==> src/rtl/sample_sender.sv <==
// sample_sender: fetches count samples from the buffer (rd_req/rd_data/rd_valid) and hands each to the SPI transmitter (send/send_data/send_valid, gated by busy) on start/sample_count/group_mask, reporting active/done
module sample_sender #(
  parameter int COUNT_W = 20
) (
  input  logic               clk,
  input  logic               rst,
  input  logic               abort,
  input  logic               start,
  input  logic [COUNT_W-1:0] sample_count,
  input  logic [3:0]         group_mask,
  output logic               rd_req,
  input  logic [31:0]        rd_data,
  input  logic               rd_valid,
  output logic               send,
  output logic [31:0]        send_data,
  output logic [3:0]         send_valid,
  input  logic               busy,
  output logic               active,
  output logic               done
);
  typedef enum logic [2:0] {IDLE, FETCH, WAIT_DATA, WAIT_IDLE, SEND, GUARD, DRAIN} state_t;
  state_t state, state_n;
  logic [COUNT_W-1:0] remaining;
  logic [3:0] mask;
  logic last, go, empty_go, retire;
  assign last = remaining == COUNT_W'(1);
  assign go = state == IDLE && start && sample_count != '0;
  assign empty_go = state == IDLE && start && sample_count == '0;
  assign retire = state == GUARD || state == DRAIN;
  always_comb begin
    state_n = state;
    send = 1'b0;
    case (state)
      IDLE:            state_n = go ? FETCH : IDLE;
      FETCH:           state_n = WAIT_DATA;
      WAIT_DATA:       state_n = rd_valid ? (mask != 4'h0 ? SEND : DRAIN) : WAIT_DATA;
      SEND, WAIT_IDLE: begin
        send = !busy;
        state_n = busy ? WAIT_IDLE : GUARD;
      end
      GUARD, DRAIN:    state_n = last ? IDLE : FETCH;
      default:         state_n = IDLE;
    endcase
  end
  always_ff @(posedge clk) begin
    if (rst || abort) begin
      state <= IDLE;
      rd_req <= 1'b0;
      done <= 1'b0;
      active <= 1'b0;
      send_data <= '0;
      send_valid <= '0;
      remaining <= '0;
      mask <= '0;
    end else begin
      state <= state_n;
      rd_req <= state == FETCH;
      done <= empty_go || (retire && last);
      active <= go || (active && !done);
      if (state == IDLE && start) begin
        remaining <= sample_count;
        mask <= group_mask;
      end else if (retire && remaining != '0) begin
        remaining <= remaining - 1'b1;
      end
      if (state == WAIT_DATA && rd_valid) begin
        send_data <= rd_data;
        send_valid <= mask;
      end
    end
  end
endmodule

==> config.mk <==
export PLATFORM = sky130hd
export DESIGN_NAME = sample_sender
export DESIGN_NICKNAME = d
export VERILOG_FILES = /design/src/rtl/sample_sender.sv
export SDC_FILE = /design/constraint.sdc
export NUM_CORES = 1
export LEC_CHECK = 0
export CAP_MARGIN = 25
export CORE_AREA = 2 2 107 109
export CTS_BUF_LIST = sky130_fd_sc_hd__clkbuf_8
export DETAILED_ROUTE_END_ITERATION = 8
export DIE_AREA = 0 0 109 111
export PLACE_DENSITY_LB_ADDON = 0.1
export SETUP_SLACK_MARGIN = 0.5
export SYNTH_ARGS = -nofsm -noshare
export SYNTH_HDL_FRONTEND = slang
export SYNTH_SLANG_ARGS = --single-unit
==> constraint.sdc <==
create_clock -name clk -period 2.19 [get_ports clk]
set_clock_uncertainty 0.2 [all_clocks]
set_input_delay 0.438 -clock clk [delete_from_list [all_inputs] [get_ports clk]]
set_output_delay 0.438 -clock clk [all_outputs]
set_load 0.02 [all_outputs]
* After elaboration in Yosys (flattened, before gate mapping)
Cells that the tools add are included.
Word-level totals: register bits after elaboration 66, logic and storage cells 46, input port bits 62
Cells by class: $add $sub $neg 1, muxes and demuxes 9, equality and inequality tests 7, reductions and logical operators 21
Operator list (number):
- $mux 20 | 2
- $reduce_bool 20->1 | 2
- $eq 20x1->1 const B | 1
- $logic_not 20->1 | 1
- $sub 20x1->20 const B | 1
- $pmux 3 s5 | 1
- $eq 3x3->1 const B | 3
- $logic_and 1x1->1 | 7
- $eq 3x2->1 const B | 2
- $mux 3 | 2
- $logic_or 1x1->1 | 4
- $reduce_bool 4->1 | 1
- $reduce_or 2->1 | 2
- $eq 3x1->1 const B | 1
- $logic_not 3->1 | 1
- $mux 1 | 3
- $logic_not 1->1 | 2
- $mux 2 | 1
- $reduce_bool 2->1 | 1

* Depth between registers and ports, before layout
word-level depth 5, depth in mapped cells 7, mapped depth without buffers 7

* Least setup slack after synthesis
No wires, ideal clock.
path type register to register, start point register remaining[0], end point register remaining[18], arrival time 2113 ps, stages on the path, launching flop included 7, path buffers 0, required time 1916 ps, period minus slack after synthesis 2387 ps, setup slack -197 ps, path through dfxtp_1 inv_1 ha_1 or4b_4 or4_4 or4_1 a31oi_1
Between the ends: longest elaborated chain between the ends 3
Ends and longest elaborated chain:
- start, declared | line 23 | logic [COUNT_W-1:0] remaining;
- start signal, assigned | line 61 | remaining <= sample_count;
- start signal, assigned | line 64 | remaining <= remaining - 1'b1;
- $sub 20x1->20 or $reduce_bool 20->1 (tied branches) | line 64, 63
- $mux 20 or $logic_and 1x1->1 (tied branches) | line 63 | end else if (retire && remaining != '0) begin
- $mux 20 or $reduce_bool 2->1 (tied branches)
Several ways; a longest one is shown, not always the timed one. The select of a mux whose other input is x is not followed. A chain may end at the register's enable or synchronous reset.

* Final worst setup path
start point register remaining[1], end point register remaining[18]
Same word-level chain as after synthesis.

==> metrics <==
vias per inst 4.94; NetSw 0.885 mW; top post-synthesis cells by area dfxtp_1 (44%), nand2_1 (13%), a21oi_1 (8.7%); end of the critical path remaining[18]$_SDFFE_PP0P_; Worst EP required 2.28 ns; leakage power 2.07 nW; Worst-Skew Late Latency 0.36 ns; failing checks negative setup slack; Synth top cells by count nand2_1 (101), dfxtp_1 (66), a21oi_1 (52); die footprint 12100 um2; Min-Delay Path Class in2reg; worst r2r src remaining[1]$_SDFFE_PP0P_; first-pass GRT wire length 16400 um; Cell Pwr Density 571 nW/um2; CP Launch Point remaining[1]$_SDFFE_PP0P_; Post-synth EDFFs 0; Horiz. Die Dim 109 um; Area Growth Syn to Fin 84.2%; routability cong. 0.770; Final Util 0.496; worst setup margin -0.173 ns; fraction of registers with async set/reset 0; period utilization 1.08; number of H-tree levels 3; GRT Resource Usage Total 0.172; Clk Tree Root Cell clkbuf_8; Max Cap Viol 0; switch share 0.282; 1st-iter DRT viols 187; # nets final 610; crit start category flop; DR WL/cell 15.6 um; starting density of the core 0.269; Routed Antenna Nets 0; status finished, violations left; Crit Path Max Fanout 4; clock power share 0.379; Residual DRC 0; ANT cells 0; Seq cells post-synth 66; Fill cells 1084; Setup Crit Path Kind reg2reg; Seq. cell area 1350 um2; Pint 2.25 mW; largest net degree at the start of global routing 37; Num CTS Buffers 9; Ys Warns 0; Fmax 423 MHz; Mapped Cells 382; io pins 102; final hold violation count 0; top-count cell post-synth nand2_1; sequential power share 0.397; Final Max Slew Viols 0; clock period minus final worst setup slack 2.36 ns; sequential-to-total area share from yosys stat 0.443; CTS tree built; Detail Placement HPWL 6990 um; reg-to-reg slack, setup -0.17 ns; mapped cell area 2980 um2; core area 11100 um2; Avg Synthesized Cell Area 7.81 um2; Synth cell types 51; combinational fraction of design power 0.224; port bufs 101; most common flop cell mapped by yosys dfxtp_1; measured slew at the worst slew-check pin 0.428 ns; Final Setup Violations 4; total power 3.14 mW; vias in the first global route 3324; grt ovf 0; relative slew slack 0.713; wirelength, routed 10800 um; CTS clock-pin slew for the worst setup and hold paths 0.08 ns; initial antenna violation count 0; Post-Syn Nets 447; # rows 39; CTS Buffer Depth 2; share of post-route cells with drive strength above 1 0.345; maximum vdd ir drop 0.286 mV; DR vias 3423; Worst Setup End Kind flop; RSZ-0062 raised after global routing yes; Worst R2R End remaining[18]$_SDFFE_PP0P_; CTS Sinks 66; Worst Reg-to-Reg Cells 6; cell taking the most area after synthesis dfxtp_1; drt pass-1 iters 4; share of the synthesized area in the top cell type 0.443; multi-input combinational cell area 1980 um2; Chip Height 111 um; Worst EP arrival 2.45 ns; pre-CTS WS -0.181 ns
[registers in the layout, summed over array words and instances (netlist names)]
name	count
active	1
done	1
mask	4
rd_req	1
remaining	20
send_data	32
send_valid	4
state	3
[logic make-up after synthesis]
logic type | synth area share
multiplexers | 0.00377
buffers and inverters | 0.0361
adder cells (fa/ha/maj) | 0.0126
flip-flops | 0.443
AO/OA/AOI/OAI | 0.211
XOR/XNOR | 0.00587
AND/OR/NAND/NOR | 0.288
[how the worst min path moves through the flow]
stage	from	endpoint	slack (ns)	depth (start not counted)
after floorplan	mask[3]$_SDFFE_PP0P_	send_valid[3]$_SDFFE_PP0P_	0.25	2
final	sample_count[19]	remaining[19]$_SDFFE_PP0P_	0.24	3
after global placement	send_data[20]$_SDFFE_PP0P_	send_data[20]$_SDFFE_PP0P_	0.24	2
after global routing	sample_count[19]	remaining[19]$_SDFFE_PP0P_	0.24	3
after detailed placement	send_data[27]$_SDFFE_PP0P_	send_data[27]$_SDFFE_PP0P_	0.25	2
after CTS	send_data[27]$_SDFFE_PP0P_	send_data[27]$_SDFFE_PP0P_	0.26	2
[per-layer routing]
metal	routed length [um]	track usage
met1	5020	0.221
met2	5040	0.282
met3	562	0.0329
met4	213	0.0641
met5	0	0
[worst max-delay path, stage by stage, from the launching register on]
cell	delay, ns
dfxtp_2	0.33
inv_2	0.07
ha_4	0.13
or4b_4	0.46
or4_4	0.51
or4_1	0.47
a31oi_1	0.13
[what timing repair did]
item                                   CTS  global route
cloned                                   2             5
buffers inserted                        15             9
pin swaps                               24            27
hold buffers                             0             0
setup endpoints to repair               67            69
endpoints found under the hold margin    0             0
gates resized for setup                112            81
[area by class of cell]
type	instances	share of cell area
inverters	3	0.00205
clock inverters	7	0.0182
multi-input cells	289	0.360
repair buffers	176	0.319
well taps	143	0.0326
flip-flops and latches	66	0.245
clock buffers	9	0.0225
[power groups by stage]
stage               clock network [mW]  logic, mW  registers [mW]
global placement                     0      0.517            1.27
floorplan                            0      0.249            1.28
CTS                               1.22      0.641            1.25
finish                            1.19      0.704            1.25
global route                      1.27      0.753            1.25
detailed placement                   0      0.518            1.27
[metrics by stage]
| stage | std cells | hold slack [ns] | area, um2 | TNS [ns] |
|---|---|---|---|---|
| 6_report | 693 | 0.237 | 5500 | -0.466 |
| 5_1_grt | 693 | 0.245 | 5500 | -0.868 |
| 4_1_cts | 679 | 0.255 | 5100 | -0.476 |
| 3_5_place_dp | 646 | 0.247 | 4550 | -1.13 |
| 3_3_place_gp | 646 | 0.242 | 4550 | -0.798 |
| 2_1_floorplan | 382 | 0.245 | 3160 | -0.252 |
[placed cells by master, fill, tap and decap left out, types with 5 or more instances in the layout]
master / Yosys / final
clkbuf_8: 0 / 9
dfxtp_2: 0 / 10
clkdlybuf4s15_1: 0 / 23
buf_6: 0 / 20
dfxtp_1: 66 / 52
nor2_1: 14 / 11
nand4_1: 6 / 6
nand2_1: 101 / 92
a21oi_1: 52 / 35
buf_4: 0 / 46
clkdlybuf4s50_1: 0 / 56
nor4_2: 0 / 6
dlygate4sd2_1: 0 / 14
nand2_4: 0 / 5
nand3_1: 5 / 5
a21oi_2: 0 / 16
nor3_1: 9 / 5
a31oi_1: 12 / 12
o21ai_1: 0 / 6
(Power assumes the default switching activity.)
